File: src/rtl/bus_pkg.sv
// Shared definitions for the serial bus ports: default frame width and the
// receive FSM state encoding. Unused state codes are treated as IDLE.
package bus_pkg;

  localparam int BUS_DATA_WIDTH = 8;

  typedef logic [1:0] rx_state_t;

  localparam rx_state_t RX_IDLE = 2'b00;
  localparam rx_state_t RX_RECV = 2'b01;

endpackage

File: src/rtl/rx_byte_fifo.sv
// Small completed-byte buffer for the master receive port. Synchronous
// push/pop, head-of-queue read, pointers wrap modulo FIFO_DEPTH.
module rx_byte_fifo #(
  parameter int DATA_WIDTH = 8,
  parameter int FIFO_DEPTH = 2,
  localparam int PW        = (FIFO_DEPTH > 1) ? $clog2(FIFO_DEPTH) : 1,
  localparam int CW        = $clog2(FIFO_DEPTH) + 1
) (
  input  logic                  clk,
  input  logic                  reset,
  input  logic                  i_push,
  input  logic [DATA_WIDTH-1:0] i_push_data,
  input  logic                  i_pop,
  output logic [CW-1:0]         o_count,
  output logic                  o_empty,
  output logic [DATA_WIDTH-1:0] o_head
);

  logic [DATA_WIDTH-1:0] r_mem [FIFO_DEPTH];
  logic [PW-1:0]         r_wr_ptr;
  logic [PW-1:0]         r_rd_ptr;
  logic [CW-1:0]         r_count;

  logic w_full;
  logic w_push;
  logic w_pop;

  function automatic logic [PW-1:0] ptr_inc(input logic [PW-1:0] p);
    return (p == PW'(FIFO_DEPTH - 1)) ? '0 : p + PW'(1);
  endfunction

  assign w_full  = (r_count == CW'(FIFO_DEPTH));
  assign o_empty = (r_count == '0);
  // Popping an empty FIFO is ignored; a push into a full FIFO only lands if
  // the head is leaving on the same edge.
  assign w_pop   = i_pop & ~o_empty;
  assign w_push  = i_push & (~w_full | w_pop);
  assign o_count = r_count;
  assign o_head  = r_mem[r_rd_ptr];

  // Storage, pointers and occupancy; storage is cleared so the head reads 0 in reset.
  always_ff @(posedge clk or negedge reset) begin
    if (!reset) begin
      r_wr_ptr <= '0;
      r_rd_ptr <= '0;
      r_count  <= '0;
      for (int i = 0; i < FIFO_DEPTH; i++) r_mem[i] <= '0;
    end else begin
      if (w_push) begin
        r_mem[r_wr_ptr] <= i_push_data;
        r_wr_ptr        <= ptr_inc(r_wr_ptr);
      end
      if (w_pop) r_rd_ptr <= ptr_inc(r_rd_ptr);
      case ({w_push, w_pop})
        2'b10:   r_count <= r_count + CW'(1);
        2'b01:   r_count <= r_count - CW'(1);
        default: r_count <= r_count;
      endcase
    end
  end

endmodule

File: src/rtl/master_in_port.sv
// Master-side serial receive port. Accepts an LSB-first bit stream from the
// slave output port, rebuilds each byte, buffers it, and offers it to the
// master core over a valid/ack handshake. Malformed frames pulse frame_err.
module master_in_port
  import bus_pkg::*;
#(
  parameter int DATA_WIDTH = BUS_DATA_WIDTH,
  parameter int FIFO_DEPTH = 2
) (
  input  logic                  clk,
  input  logic                  reset,
  input  logic                  slave_data_ready,
  input  logic                  rx_data,
  input  logic                  rx_done,
  output logic                  master_ready,
  output logic [DATA_WIDTH-1:0] dout,
  output logic                  dout_valid,
  input  logic                  dout_ack,
  output logic                  rx_busy,
  output logic                  frame_err
);

  localparam int            CNT_W = $clog2(DATA_WIDTH) + 1;
  localparam int            FCW   = $clog2(FIFO_DEPTH) + 1;
  localparam logic [CNT_W-1:0] LAST = CNT_W'(DATA_WIDTH - 1);

  rx_state_t             r_state;
  logic [CNT_W-1:0]      r_bit_cnt;
  // Only bits 0..DATA_WIDTH-2 are stored; the last bit goes straight into the push word.
  logic [DATA_WIDTH-2:0] r_shift;
  logic                  r_master_ready;
  logic                  r_frame_err;

  logic                  w_handshake;
  logic                  w_last;
  logic                  w_push;
  logic [DATA_WIDTH-1:0] w_push_data;
  logic                  w_pop;
  logic [FCW-1:0]        w_count;
  logic                  w_empty;
  logic [DATA_WIDTH-1:0] w_head;
  logic                  w_space;
  logic [CNT_W-2:0]      w_idx;

  assign w_handshake = (r_state == RX_IDLE) & r_master_ready & slave_data_ready;
  assign w_last      = (r_bit_cnt == LAST);
  assign w_idx       = r_bit_cnt[CNT_W-2:0];
  assign w_push      = (r_state == RX_RECV) & rx_done & w_last;
  assign w_push_data = {rx_data, r_shift};
  assign w_pop       = dout_ack & ~w_empty;
  assign w_space     = (w_count < FCW'(FIFO_DEPTH));

  rx_byte_fifo #(
    .DATA_WIDTH (DATA_WIDTH),
    .FIFO_DEPTH (FIFO_DEPTH)
  ) u_fifo (
    .clk         (clk),
    .reset       (reset),
    .i_push      (w_push),
    .i_push_data (w_push_data),
    .i_pop       (w_pop),
    .o_count     (w_count),
    .o_empty     (w_empty),
    .o_head      (w_head)
  );

  // Receive FSM with bit counter, shift register and registered ready/err.
  // Ready only rises from IDLE, so the FIFO slot is reserved before a frame starts.
  always_ff @(posedge clk or negedge reset) begin
    if (!reset) begin
      r_state        <= RX_IDLE;
      r_bit_cnt      <= '0;
      r_shift        <= '0;
      r_master_ready <= 1'b0;
      r_frame_err    <= 1'b0;
    end else begin
      r_frame_err <= 1'b0;
      case (r_state)
        RX_IDLE: begin
          if (w_handshake) begin
            r_state        <= RX_RECV;
            r_bit_cnt      <= '0;
            r_master_ready <= 1'b0;
          end else begin
            r_master_ready <= w_space;
          end
        end
        RX_RECV: begin
          r_master_ready <= 1'b0;
          r_bit_cnt      <= r_bit_cnt + CNT_W'(1);
          if (!w_last) r_shift[w_idx] <= rx_data;
          if (rx_done || w_last) begin
            // Good frame pushes combinationally on this edge; anything else is dropped.
            r_state     <= RX_IDLE;
            r_bit_cnt   <= '0;
            r_frame_err <= ~(rx_done & w_last);
          end
        end
        default: begin
          r_state        <= RX_IDLE;
          r_bit_cnt      <= '0;
          r_master_ready <= 1'b0;
        end
      endcase
    end
  end

  assign master_ready = r_master_ready;
  assign frame_err    = r_frame_err;
  assign rx_busy      = (r_state == RX_RECV);
  assign dout_valid   = ~w_empty;
  assign dout         = w_head;

endmodule
File: config.mk
export PLATFORM = sky130hd
export DESIGN_NAME = master_in_port
export DESIGN_NICKNAME = d
export VERILOG_FILES = /design/src/rtl/bus_pkg.sv /design/src/rtl/rx_byte_fifo.sv /design/src/rtl/master_in_port.sv
export SDC_FILE = /design/constraint.sdc
export NUM_CORES = 1
export LEC_CHECK = 0
export BUFFER_PORTS_ARGS = -buffer_cell sky130_fd_sc_hd__buf_2
export CORE_MARGIN = 1
export CORE_UTILIZATION = 25
export CTS_BUF_LIST = sky130_fd_sc_hd__clkbuf_16
export CTS_CLUSTER_DIAMETER = 40
export DETAILED_ROUTE_END_ITERATION = 16
export SETUP_SLACK_MARGIN = 0.15
export SYNTH_ARGS = -nofsm -noshare
export SYNTH_HDL_FRONTEND = slang
export SYNTH_HIERARCHICAL = 1
export SYNTH_SLANG_ARGS = --single-unit
File: constraint.sdc
create_clock -name clk -period 2.4 [get_ports clk]
set_input_delay 0.24 -clock clk [delete_from_list [all_inputs] [get_ports clk]]
set_output_delay 0.24 -clock clk [all_outputs]
set_load 0.01 [all_outputs]
======== Yosys cells after proc, flatten, opt, wreduce, memory -nomap -nowiden ========
Cells that the tools add are included.
operators by class
  add/subtract/negate cells ............... 5
  magnitude comparators ................... 6
  eq/ne operators ......................... 7
  mux-type cells .......................... 22
  bitwise gates (word level) .............. 15
  reductions and logical operators ........ 8
operators by type and width
  operator             count
  $mux 8               4
  $bwmux 16            1
  $and 1x1->1          8
  $demux 8 s1          1
  $mux 4               2
  $pmux 2 s2           2
  $pmux 4 s2           1
  $bwmux 7             1
  $mux 1               7
  $add 4x1->4 const B  1
  $eq 2x1->1 const B   2
  $eq 2x2->1 const B   2
  $eq 4x3->1 const B   1
  $ge 2x2->1 const B   2
  $logic_not 2->1      2
  $lt 3x4->1 const B   1
  $mux 2               2
  $not 1->1            4
  $not 1->2            2
  $reduce_and 2->1     2
  $demux 1 s3          1
  $ge 3x1->1 const B   1
  $add 1x1->1 const B  2
  $add 2x1->2 const B  1
  9 further kinds      10
storage, ports and cells
  flip-flop bits (word level) ............. 35

======== Longest topological paths before layout ========
Gate-level depths: netlist of the first run.
  depth after elaboration ................. 8
  gate-level depth with buffers ........... 9

======== By module ========
Netlist of the first run, hierarchy kept.
modules (own cells, without submodules)
  module          instances  cells an instance  area an instance (um2)
  rx_byte_fifo    1          59                 892.1
  master_in_port  1          61                 670.6

======== Worst setup path after synthesis of the first run ========
Ideal clock, no wire load.
  kind .................................... reg-to-reg
  from .................................... register r_bit_cnt[0]
  to ...................................... register u_fifo/r_mem[15] (netlist bit)
  setup time .............................. 125 ps
  arrival time ............................ 1798 ps
  data required time ...................... 2275 ps
  path slack .............................. 477 ps
  cell stages (with the launch flop) ...... 7
  path buffers ............................ 0
  cells stage by stage .................... dfrtp_1 > ha_1 > nor2b_4 > nand2_1 > nor2_1 > nor3b_4 > mux2_2
on the way
  word-level cells in the longest chain between the ends .. 3
ends and longest elaborated chain
  element                         line                  RTL
  start: declaration              master_in_port.sv:28  logic [CNT_W-1:0] r_bit_cnt;
  start signal: assignment        master_in_port.sv:90  r_bit_cnt <= r_bit_cnt + CNT_W'(1);
  $eq 4x3->1                      master_in_port.sv:46  assign w_last = (r_bit_cnt == LAST);
  $and 1x1->1                     master_in_port.sv:48  assign w_push = (r_state == RX_RECV) & rx_done & w_last;
  via w_push                      master_in_port.sv:36  logic w_push;
  $and 1x1->1                     rx_byte_fifo.sv:37    assign w_push = i_push & (~w_full | w_pop);
  end signal: indexed assignment  rx_byte_fifo.sv:50    r_mem[r_wr_ptr] <= i_push_data;
  end: declaration                rx_byte_fifo.sv:19    logic [DATA_WIDTH-1:0] r_mem [FIFO_DEPTH];
The timed path passes the listed nets, and every way through them passes these cells.
A chain may end at the register's enable or synchronous reset.

======== Worst setup path in the final report of the first run ========
  from .................................... register r_bit_cnt[0]
  to ...................................... register u_fifo/r_mem[10] (netlist bit)
The elaborated chain is that of the path after synthesis.

==> results.json, run 1 <==
{
  "clk_latency_ns": 0.28,
  "synth_edf_count": 0,
  "cp-end-kind": "register",
  "dp.cells": 212,
  "regArea_um2": 853.3,
  "synthSimpleGateAreaFrac_pct": 13.69,
  "synth_nets": 129,
  "synth_top_cell_area_share_pct": 54.44,
  "fmax_mhz": 501.4,
  "numCtsBuffers": 5,
  "critical_path_arrival_ns": 2.15,
  "fin_worst_skew_ns": 0.004475,
  "synthTopCellsByArea": "dfrtp_1, mux2_2, mux2_1",
  "grt_max_degree": 35,
  "cts_tree": "yes",
  "grt_pass1_wl_um": 4878,
  "timing.hold.ws_ns": 0.03234,
  "muxShareOfSynthArea_pct": 22.34,
  "synthXorXnorAreaFrac_pct": 3.923,
  "finalNetCount": 155,
  "setup_viol": 0,
  "fill_cells": 604,
  "postRouteAntennaNets": 0,
  "path_max_fanout": 9,
  "synth_area_leader_cell": "dfrtp_1",
  "hold_class": "in2async",
  "synth_top_family_by_area": "multiplexers",
  "reg2reg_slack_ns": 0.41,
  "path_cells": "ha_1 > nor2b_4 > nand2_1 > nor2_1 > nor3b_4 > buf_4 > mux2_2",
  "grt_pass1_vias": 964,
  "routed_wirelength_um": 2699,
  "die_w_um": 81.07,
  "start_util_pct": 26.09,
  "grt_overflow": 0,
  "vias": 940,
  "fin_tns_setup_ns": 0,
  "netlist_area_um2": 1563,
  "drc_errors": 0,
  "first_pass_iters": 2,
  "fin_util_pct": 32.33,
  "path_class": "reg2reg",
  "synth-adder-area-share_pct": 2.402,
  "async_flop_share_pct": 100.0,
  "path_clk_slew_ns": 0.06,
  "root_buffer": "clkbuf_16",
  "ys_seq_elements": 34,
  "gp_routability_congestion": 0.7540,
  "synthTopCellsByCount": "dfrtp_1, mux2_2, nand2_1",
  "dieArea_um2": 6572,
  "htree_levels": 2,
  "synth.most_common_cell": "dfrtp_1",
  "slowest_stage": "dfrtp_2",
  "slowest_delay_ns": 0.44,
  "worst_setup_path_start_kind": "register",
  "worst-path-buf-inv": 1,
  "syn_inst": 120,
  "cts.sinks": 34,
  "r2r_end": "u_fifo/r_mem[10]",
  "hpwl_um": 1836,
  "rr_worst_depth": 7,
  "layout-drive-gt1-share_pct": 42.86,
  "cp_top_family": "simple AND/OR/NAND/NOR gates",
  "rows": 28,
  "max_cap_viol_count": 0,
  "cts_buffer_depth": 2,
  "ys_types": 27,
  "rsz0062_at_grt": "false",
  "wl_per_cell_um": 12.16,
  "die-height_um": 81.07,
  "status": "completed",
  "min_period_ns": 1.995,
  "diodes": 0,
  "finalHoldViolations": 0,
  "ys_seq_area_share_pct": 54.44,
  "worstPathRequired_ns": 2.56,
  "fin_crit_sh_pct": 83.11,
  "grtUsageTotal_pct": 10.12,
  "syn2layout_area_growth_pct": 23.94,
  "antenna_found_initial": 0,
  "peakVddDrop_uv": 495.5,
  "ios": 18,
  "numPortBuffers": 17,
  "final_cells": 222,
  "synth_top_flop_cell": "dfrtp_1",
  "avgSynthCellArea_um2": 13.02,
  "slew_violations": 0,
  "power.leakage_nw": 0.9193,
  "multi_input_area_um2": 696.9,
  "r2r-start": "r_bit_cnt[0]",
  "vias_per_cell": 4.234,
  "core_area_um2": 5991,
  "tightest_slew_ns": 0.7519,
  "slew_headroom_pct": 49.88,
  "synth_compound_area_share_pct": 2.242,
  "ys_warn_count": 6,
  "cts_hold_buffers": 0,
  "drt_iter0_drc": 28,
  "power.density_nw_per_um2": 957.5
}
[how the worst max path moves through the flow]
stage	slack (ns)	cells after the start	endpoint	startpoint
after global routing	0.21	9	u_fifo/o_count[1]	r_bit_cnt[0]
final	0.41	7	u_fifo/r_mem[10]	r_bit_cnt[0]
after global placement	0.29	6	u_fifo/r_mem[8]	r_bit_cnt[0]
after CTS	0.20	6	u_fifo/r_mem[8]	r_bit_cnt[0]
after floorplan	0.48	6	u_fifo/r_mem[15]	r_bit_cnt[0]
after detailed placement	0.21	6	u_fifo/r_mem[8]	r_bit_cnt[0]
[per-stage QoR]
| step | cell area [µm²] | power, mW | setup slack [ns] |
|---|---|---|---|
| after floorplan | 1563 | 1.022 | 0.4769 |
| after global placement | 1749 | 1.135 | 0.2880 |
| after detailed placement | 1749 | 1.141 | 0.2119 |
| after CTS | 1919 | 1.876 | 0.2004 |
| after global routing | 1937 | 1.975 | 0.2118 |
| final | 1937 | 1.855 | 0.4054 |
[layout make-up]
type | instances | area share (%)
Clock buffer | 5 | 6.460
Clock inverter | 3 | 2.326
Inverter | 2 | 0.3876
Multi-Input combinational cell | 82 | 35.98
Sequential cell | 34 | 44.06
Tap cell | 75 | 4.845
Timing Repair Buffer | 21 | 5.943
[repair_timing]
action | 4_1_cts | 5_1_grt
hold endpoints to repair | 0 | 0
endpoints found under the setup margin | 0 | 9
resized for setup | 0 | 2
buffers inserted | 0 | 2
[layer usage]
metal | global-route usage (%) | vias up | part of all wire [%]
met5 | 0 | - | 0
met4 | 4.286 | 0 | 1.5
li1 | - | 466 | -
met1 | 13.50 | 452 | 50
met2 | 14.29 | 17 | 43
met3 | 4.157 | 5 | 4.7
[cell families after synthesis]
kind of cell | Yosys count
DFF | 34
adders and majority gates | 3
buffers and inverters | 4
muxes | 31
and+or+nand+nor | 35
AOI/OAI and AO/OA | 6
xor gates and xnor gates | 7
[report_power, final]
group / leakage, nW / internal [mW] / switching [mW]
registers: 0.455 / 0.673 / 0.117
clock network: 0.0760 / 0.489 / 0.238
logic: 0.388 / 0.169 / 0.170
total: 0.919 / 1.33 / 0.525
[state kept, by name (all words and copies together) (netlist names)]
name,cells
u_fifo/r_mem,16
r_shift,7
r_bit_cnt,4
u_fifo/o_count,2
frame_err,1
master_ready,1
r_state,1
u_fifo/r_rd_ptr,1
u_fifo/r_wr_ptr,1
[worst register-to-register path, stage by stage (launching register included)]
cell and delay, ns:
dfrtp_2 0.44, ha_1 0.21, nor2b_4 0.21, nand2_1 0.09, nor2_1 0.19, nor3b_4 0.23, buf_4 0.17, mux2_2 0.33
[placed cells by master (no fill, tap or decap)]
| cell type | synthesis | layout |
|---|---|---|
| mux2_2 | 24 | 24 |
| a211oi_1 | 1 | 1 |
| nand3_1 | 2 | 2 |
| nor3_2 | 1 | 1 |
| inv_1 | 2 | 2 |
| clkbuf_16 | 0 | 5 |
| nor2_2 | 1 | 1 |
| buf_2 | 0 | 17 |
| nand2_2 | 1 | 1 |
| nor2_1 | 6 | 6 |
| mux2_1 | 7 | 7 |
| buf_4 | 0 | 4 |
| nand3b_1 | 1 | 1 |
| nor2b_1 | 2 | 2 |
| nand2_1 | 10 | 10 |
| and2_1 | 1 | 1 |
| dfrtp_2 | 0 | 2 |
| o22ai_1 | 2 | 2 |
| nor3_1 | 2 | 2 |
| o21ai_0 | 3 | 3 |
| clkinvlp_4 | 0 | 2 |
| nor2b_4 | 1 | 1 |
| xor2_1 | 3 | 3 |
| dfrtp_1 | 34 | 32 |
| ha_1 | 3 | 3 |
| xnor2_1 | 4 | 4 |
| nor3b_2 | 1 | 1 |
| nor4_2 | 1 | 1 |
| nand2b_1 | 3 | 3 |
| nor3b_4 | 1 | 1 |
| nand2b_2 | 1 | 1 |
| bufinv_16 | 0 | 1 |
No activity file was read; power rests on OpenSTA's default activity.
==> inputs of run 2 (changes only) <==
clock period = 2 ns   (was 2.4 ns; I/O delays follow)
==> results.json, run 2 (synthesis results as in run 1) <==
{
  "status": "completed",
  "hold_class": "in2reg",
  "final_cells": 228,
  "top_regs": "u_fifo/r_mem: 16 flops, r_shift: 7 flops, r_bit_cnt: 4 flops",
  "root_buffer": "clkbuf_16",
  "worst_setup_path_start_kind": "register",
  "htree_levels": 2,
  "cts_tree": "yes",
  "die_w_um": 81.07,
  "antenna_found_initial": 0,
  "path_max_fanout": 8,
  "layout_commonest_cell": "dfrtp_1",
  "largest_register_ffs": 16,
  "rsz0062_at_grt": "false",
  "slew_headroom_pct": 70.41,
  "reg2reg_slack_ns": 0.28,
  "hpwl_um": 1976,
  "fin_crit_sh_pct": 85.90,
  "cts_buffer_depth": 2,
  "numPortBuffers": 17,
  "critical_path_arrival_ns": 1.87,
  "core_area_um2": 5991,
  "clk_latency_ns": 0.27,
  "ios": 18,
  "start_util_pct": 26.09,
  "peakVddDrop_uv": 431.9,
  "finalHoldViolations": 0,
  "grtUsageTotal_pct": 10.18,
  "drc_errors": 0,
  "path_clk_slew_ns": 0.05,
  "slowest_stage": "dfrtp_2",
  "fin_tns_setup_ns": 0,
  "gp_routability_congestion": 0.7448,
  "power.density_nw_per_um2": 1075,
  "wl_per_cell_um": 12.22,
  "max_cap_viol_count": 0,
  "postRouteAntennaNets": 0,
  "rows": 28,
  "drt_iter0_drc": 51,
  "largest_register": "u_fifo/r_mem",
  "power.leakage_nw": 0.9415,
  "path_cells": "ha_1 > nor2b_4 > nand2_1 > nor2_2 > nor3b_4 > buf_6 > mux2_2",
  "worstPathRequired_ns": 2.15,
  "slew_violations": 0,
  "vias_per_cell": 4.276,
  "diodes": 0,
  "path_class": "reg2reg",
  "cp-end-kind": "register",
  "grt_overflow": 0,
  "grt_max_degree": 21,
  "grt_pass1_vias": 982,
  "die-height_um": 81.07,
  "grt_pass1_wl_um": 4878,
  "dieArea_um2": 6572,
  "routed_wirelength_um": 2787,
  "most-common-layout-cells": "dfrtp_1, mux2_2, buf_2, nand2_1",
  "fin_worst_skew_ns": 0.006523,
  "fmax_mhz": 582.1,
  "min_period_ns": 1.718,
  "cts.sinks": 34,
  "vias": 975,
  "p_total_mw": 2.113,
  "numCtsBuffers": 5,
  "slowest_delay_ns": 0.35,
  "dp.cells": 218,
  "timing.hold.ws_ns": 0.1215,
  "finalNetCount": 161,
  "fill_cells": 628,
  "tightest_slew_ns": 0.4439,
  "layout-drive-gt1-share_pct": 44.44,
  "syn2layout_area_growth_pct": 25.78,
  "first_pass_iters": 4,
  "setup_viol": 0
}
## run 2: changes by cell type in the layout (fill, tap and decap cells not counted), sizes merged
cell	before	now
bufinv	1	0
dlygate4sd3	0	1
buf	21	26
clkinvlp	2	1
clkinv	0	2
## run 2: power breakdown
group / switching, mW / total [mW] / internal (mW) / leakage, nW
sequential: 0.134 / 0.941 / 0.807 / 0.455
clock: 0.270 / 0.724 / 0.453 / 0.0672
combinational: 0.219 / 0.448 / 0.229 / 0.419
## run 2: metal layers
layer  track usage (%)  wire [µm]
met5                 0          0
met4             3.214         10
met3             4.045        119
met2             15.13       1255
met1             13.45       1403
## run 2: metrics by stage
step           utilization [%]  setup slack, ns  instance area [µm²]
2_1_floorplan                -           0.1594                 1568
5_1_grt                  32.81           0.1568                 1966
3_5_place_dp             30.03           0.1646                 1799
3_3_place_gp             30.03           0.2147                 1799
6_report                 32.81           0.2821                 1966
4_1_cts                  32.56           0.1633                 1951
## run 2: final cells by class
cell class / instances / area (µm²) / area share, %
Multi-Input combinational cell: 82 / 699.4 / 35.58
Sequential cell: 34 / 853.3 / 43.41
Inverter: 2 / 7.507 / 0.3819
Timing Repair Buffer: 27 / 170.2 / 8.657
Tap cell: 75 / 93.84 / 4.774
Clock buffer: 5 / 125.1 / 6.365
Clock inverter: 3 / 16.27 / 0.8275
## run 2: worst paths after layout
path | from | endpoint | cells past startpoint
max in group asynchronous | reset | u_fifo/r_wr_ptr | 3
hold / removal | slave_data_ready | master_ready | 2
min in group asynchronous | reset | u_fifo/r_mem[2] | 2
setup / recovery | r_bit_cnt[0] | u_fifo/r_mem[12] | 7
hold reg to reg | u_fifo/r_mem[4] | u_fifo/r_mem[4] | 1
setup reg to reg | r_bit_cnt[0] | u_fifo/r_mem[12] | 7
## run 2: critical path, delay by kind of cell, from the launching register on
kind / cells / cell delay (ns)
simple gates: 4 / 0.58
buf+inv: 1 / 0.16
fa+ha+maj: 1 / 0.18
mux: 1 / 0.33
flops: 1 / 0.35
## run 2: what timing repair did
| action | in CTS | in global routing |
|---|---|---|
| hold buffers | 1 | 0 |
| gates resized for setup | 0 | 2 |
| setup buffers | 0 | 1 |
| endpoints found under the hold margin | 18 | 0 |
| endpoints found under the setup margin | 0 | 17 |
==> inputs of run 3 (changes only) <==
clock period = 1.9 ns   (was 2 ns; I/O delays follow)
==> results.json, run 3 (synthesis results as in run 1) <==
{
  "max_cap_viol_count": 0,
  "layout-drive-gt1-share_pct": 48.37,
  "slowest_delay_ns": 0.43,
  "setup_viol": 0,
  "timing.hold.ws_ns": 0.1153,
  "antenna_found_initial": 0,
  "numPortBuffers": 17,
  "fin_worst_skew_ns": 0.006410,
  "start_util_pct": 26.09,
  "first_pass_iters": 4,
  "postRouteAntennaNets": 0,
  "layout_commonest_cell": "dfrtp_1",
  "grt_max_degree": 35,
  "path_clk_slew_ns": 0.05,
  "critical_path_arrival_ns": 1.88,
  "slowest_stage": "dfrtp_2",
  "peakVddDrop_uv": 482.4,
  "grtUsageTotal_pct": 10.25,
  "fin_crit_sh_pct": 88.90,
  "hpwl_um": 1914,
  "final_area_um2": 2026,
  "routed_wirelength_um": 2904,
  "path_max_fanout": 4,
  "crit_path_start": "u_fifo/o_count[1]",
  "most-common-layout-cells": "dfrtp_1, mux2_2, buf_2, nand2_1, buf_4",
  "gp_routability_congestion": 0.7239,
  "clk_latency_ns": 0.27,
  "vias_per_cell": 4.368,
  "die-height_um": 81.07,
  "rows": 28,
  "path_class": "reg2reg",
  "power.leakage_nw": 0.9541,
  "syn2layout_area_growth_pct": 29.62,
  "numCtsBuffers": 5,
  "die_w_um": 81.07,
  "place_area_um2": 1815,
  "grt_pass1_vias": 1075,
  "ios": 18,
  "diodes": 0,
  "rsz0062_at_grt": "true",
  "rr_worst_depth": 7,
  "largest_register": "u_fifo/r_mem",
  "finalHoldViolations": 0,
  "cts_tree": "yes",
  "largest_register_ffs": 16,
  "core_area_um2": 5991,
  "r2r-start": "u_fifo/o_count[1]",
  "cts.sinks": 34,
  "crit_end": "u_fifo/o_count[1]",
  "worst_setup_path_start_kind": "register",
  "wl_per_cell_um": 12.74,
  "root_buffer": "clkbuf_16",
  "min_period_ns": 1.689,
  "fin_util_pct": 33.81,
  "power.density_nw_per_um2": 1121,
  "hold_class": "in2reg",
  "dieArea_um2": 6572,
  "slew_headroom_pct": 69.64,
  "drt_iter0_drc": 37,
  "cts_buffer_depth": 2,
  "worstPathRequired_ns": 2.10,
  "slew_violations": 0,
  "tightest_slew_ns": 0.4554,
  "fin_tns_setup_ns": 0,
  "finalNetCount": 162,
  "drc_errors": 0,
  "final_cells": 228,
  "path_cells": "nor2_2 > nor2b_2 > nor3b_2 > nand2b_1 > ha_1 > nor2_1 > xor2_1",
  "status": "completed",
  "grt_overflow": 0,
  "dp.cells": 217,
  "fmax_mhz": 592.0,
  "cp-end-kind": "register",
  "r2r_end": "u_fifo/o_count[1]",
  "vias": 996,
  "htree_levels": 2,
  "top_regs": "u_fifo/r_mem: 16 flops, r_shift: 7 flops, r_bit_cnt: 4 flops",
  "grt_pass1_wl_um": 4940,
  "reg2reg_slack_ns": 0.21
}
[run 3: cell types whose count changed in the layout (fill, tap and decap cells not counted), sizes merged]
cell / change
clkinvlp: -1
buf: +1
[run 3: worst min-delay path by stage]
stage,start,to,slack [ns],cells past startpoint
2_1_floorplan,reset,frame_err,-0.11,0
3_3_place_gp,reset,u_fifo/r_mem[10],0.25,2
3_5_place_dp,reset,u_fifo/r_mem[2],0.25,2
4_1_cts,slave_data_ready,master_ready,0.12,2
5_1_grt,slave_data_ready,master_ready,0.13,2
6_report,slave_data_ready,master_ready,0.12,2
[run 3: timing repair]
| action | 4_1_cts | 5_1_grt |
|---|---|---|
| endpoints found under the hold margin | 34 | 0 |
| pin swaps | 0 | 2 |
| cloned | 0 | 0 |
| setup buffers | 1 | 2 |
| setup endpoints to repair | 8 | 18 |
| gates resized for setup | 2 | 7 |
| hold buffers | 1 | 0 |
[run 3: power by group]
group	leakage, nW	internal, mW	switching [mW]
Clock	0.0694	0.472	0.275
Sequential	0.454	0.852	0.136
Combinational	0.430	0.264	0.270
[run 3: metal layers]
layer	share of wire, %	vias to the layer above	track usage [%]
met5	0	-	0
met4	0.79	0	2.679
met3	4.9	4	4.494
met2	47	18	16.89
met1	47	497	12.11
li1	-	477	-
[run 3: worst max-delay path, delay by kind of cell, from the launching register on]
family	cells	cell delay [ns]
XOR/XNOR	1	0.16
adder cells (fa/ha/maj)	1	0.26
AND/OR/NAND/NOR	5	0.76
flip-flops	1	0.43
[run 3: final cells by class]
cell class                 count  area, µm²
clock buffer                   5      125.1
clock inverter                 2      10.01
fill                         587       3965
inverter                       2      7.507
multi-input combinational     82      748.2
sequential                    34      854.6
tap                           75      93.84
timing repair buffer          28      186.4
[run 3: metrics by stage]
step           setup slack [ns]  total power, mW
2_1_floorplan           0.08313            1.307
3_3_place_gp             0.1885            1.488
3_5_place_dp             0.1296            1.499
4_1_cts                  0.1530            2.282
5_1_grt                  0.1019            2.411
6_report                 0.2109            2.271
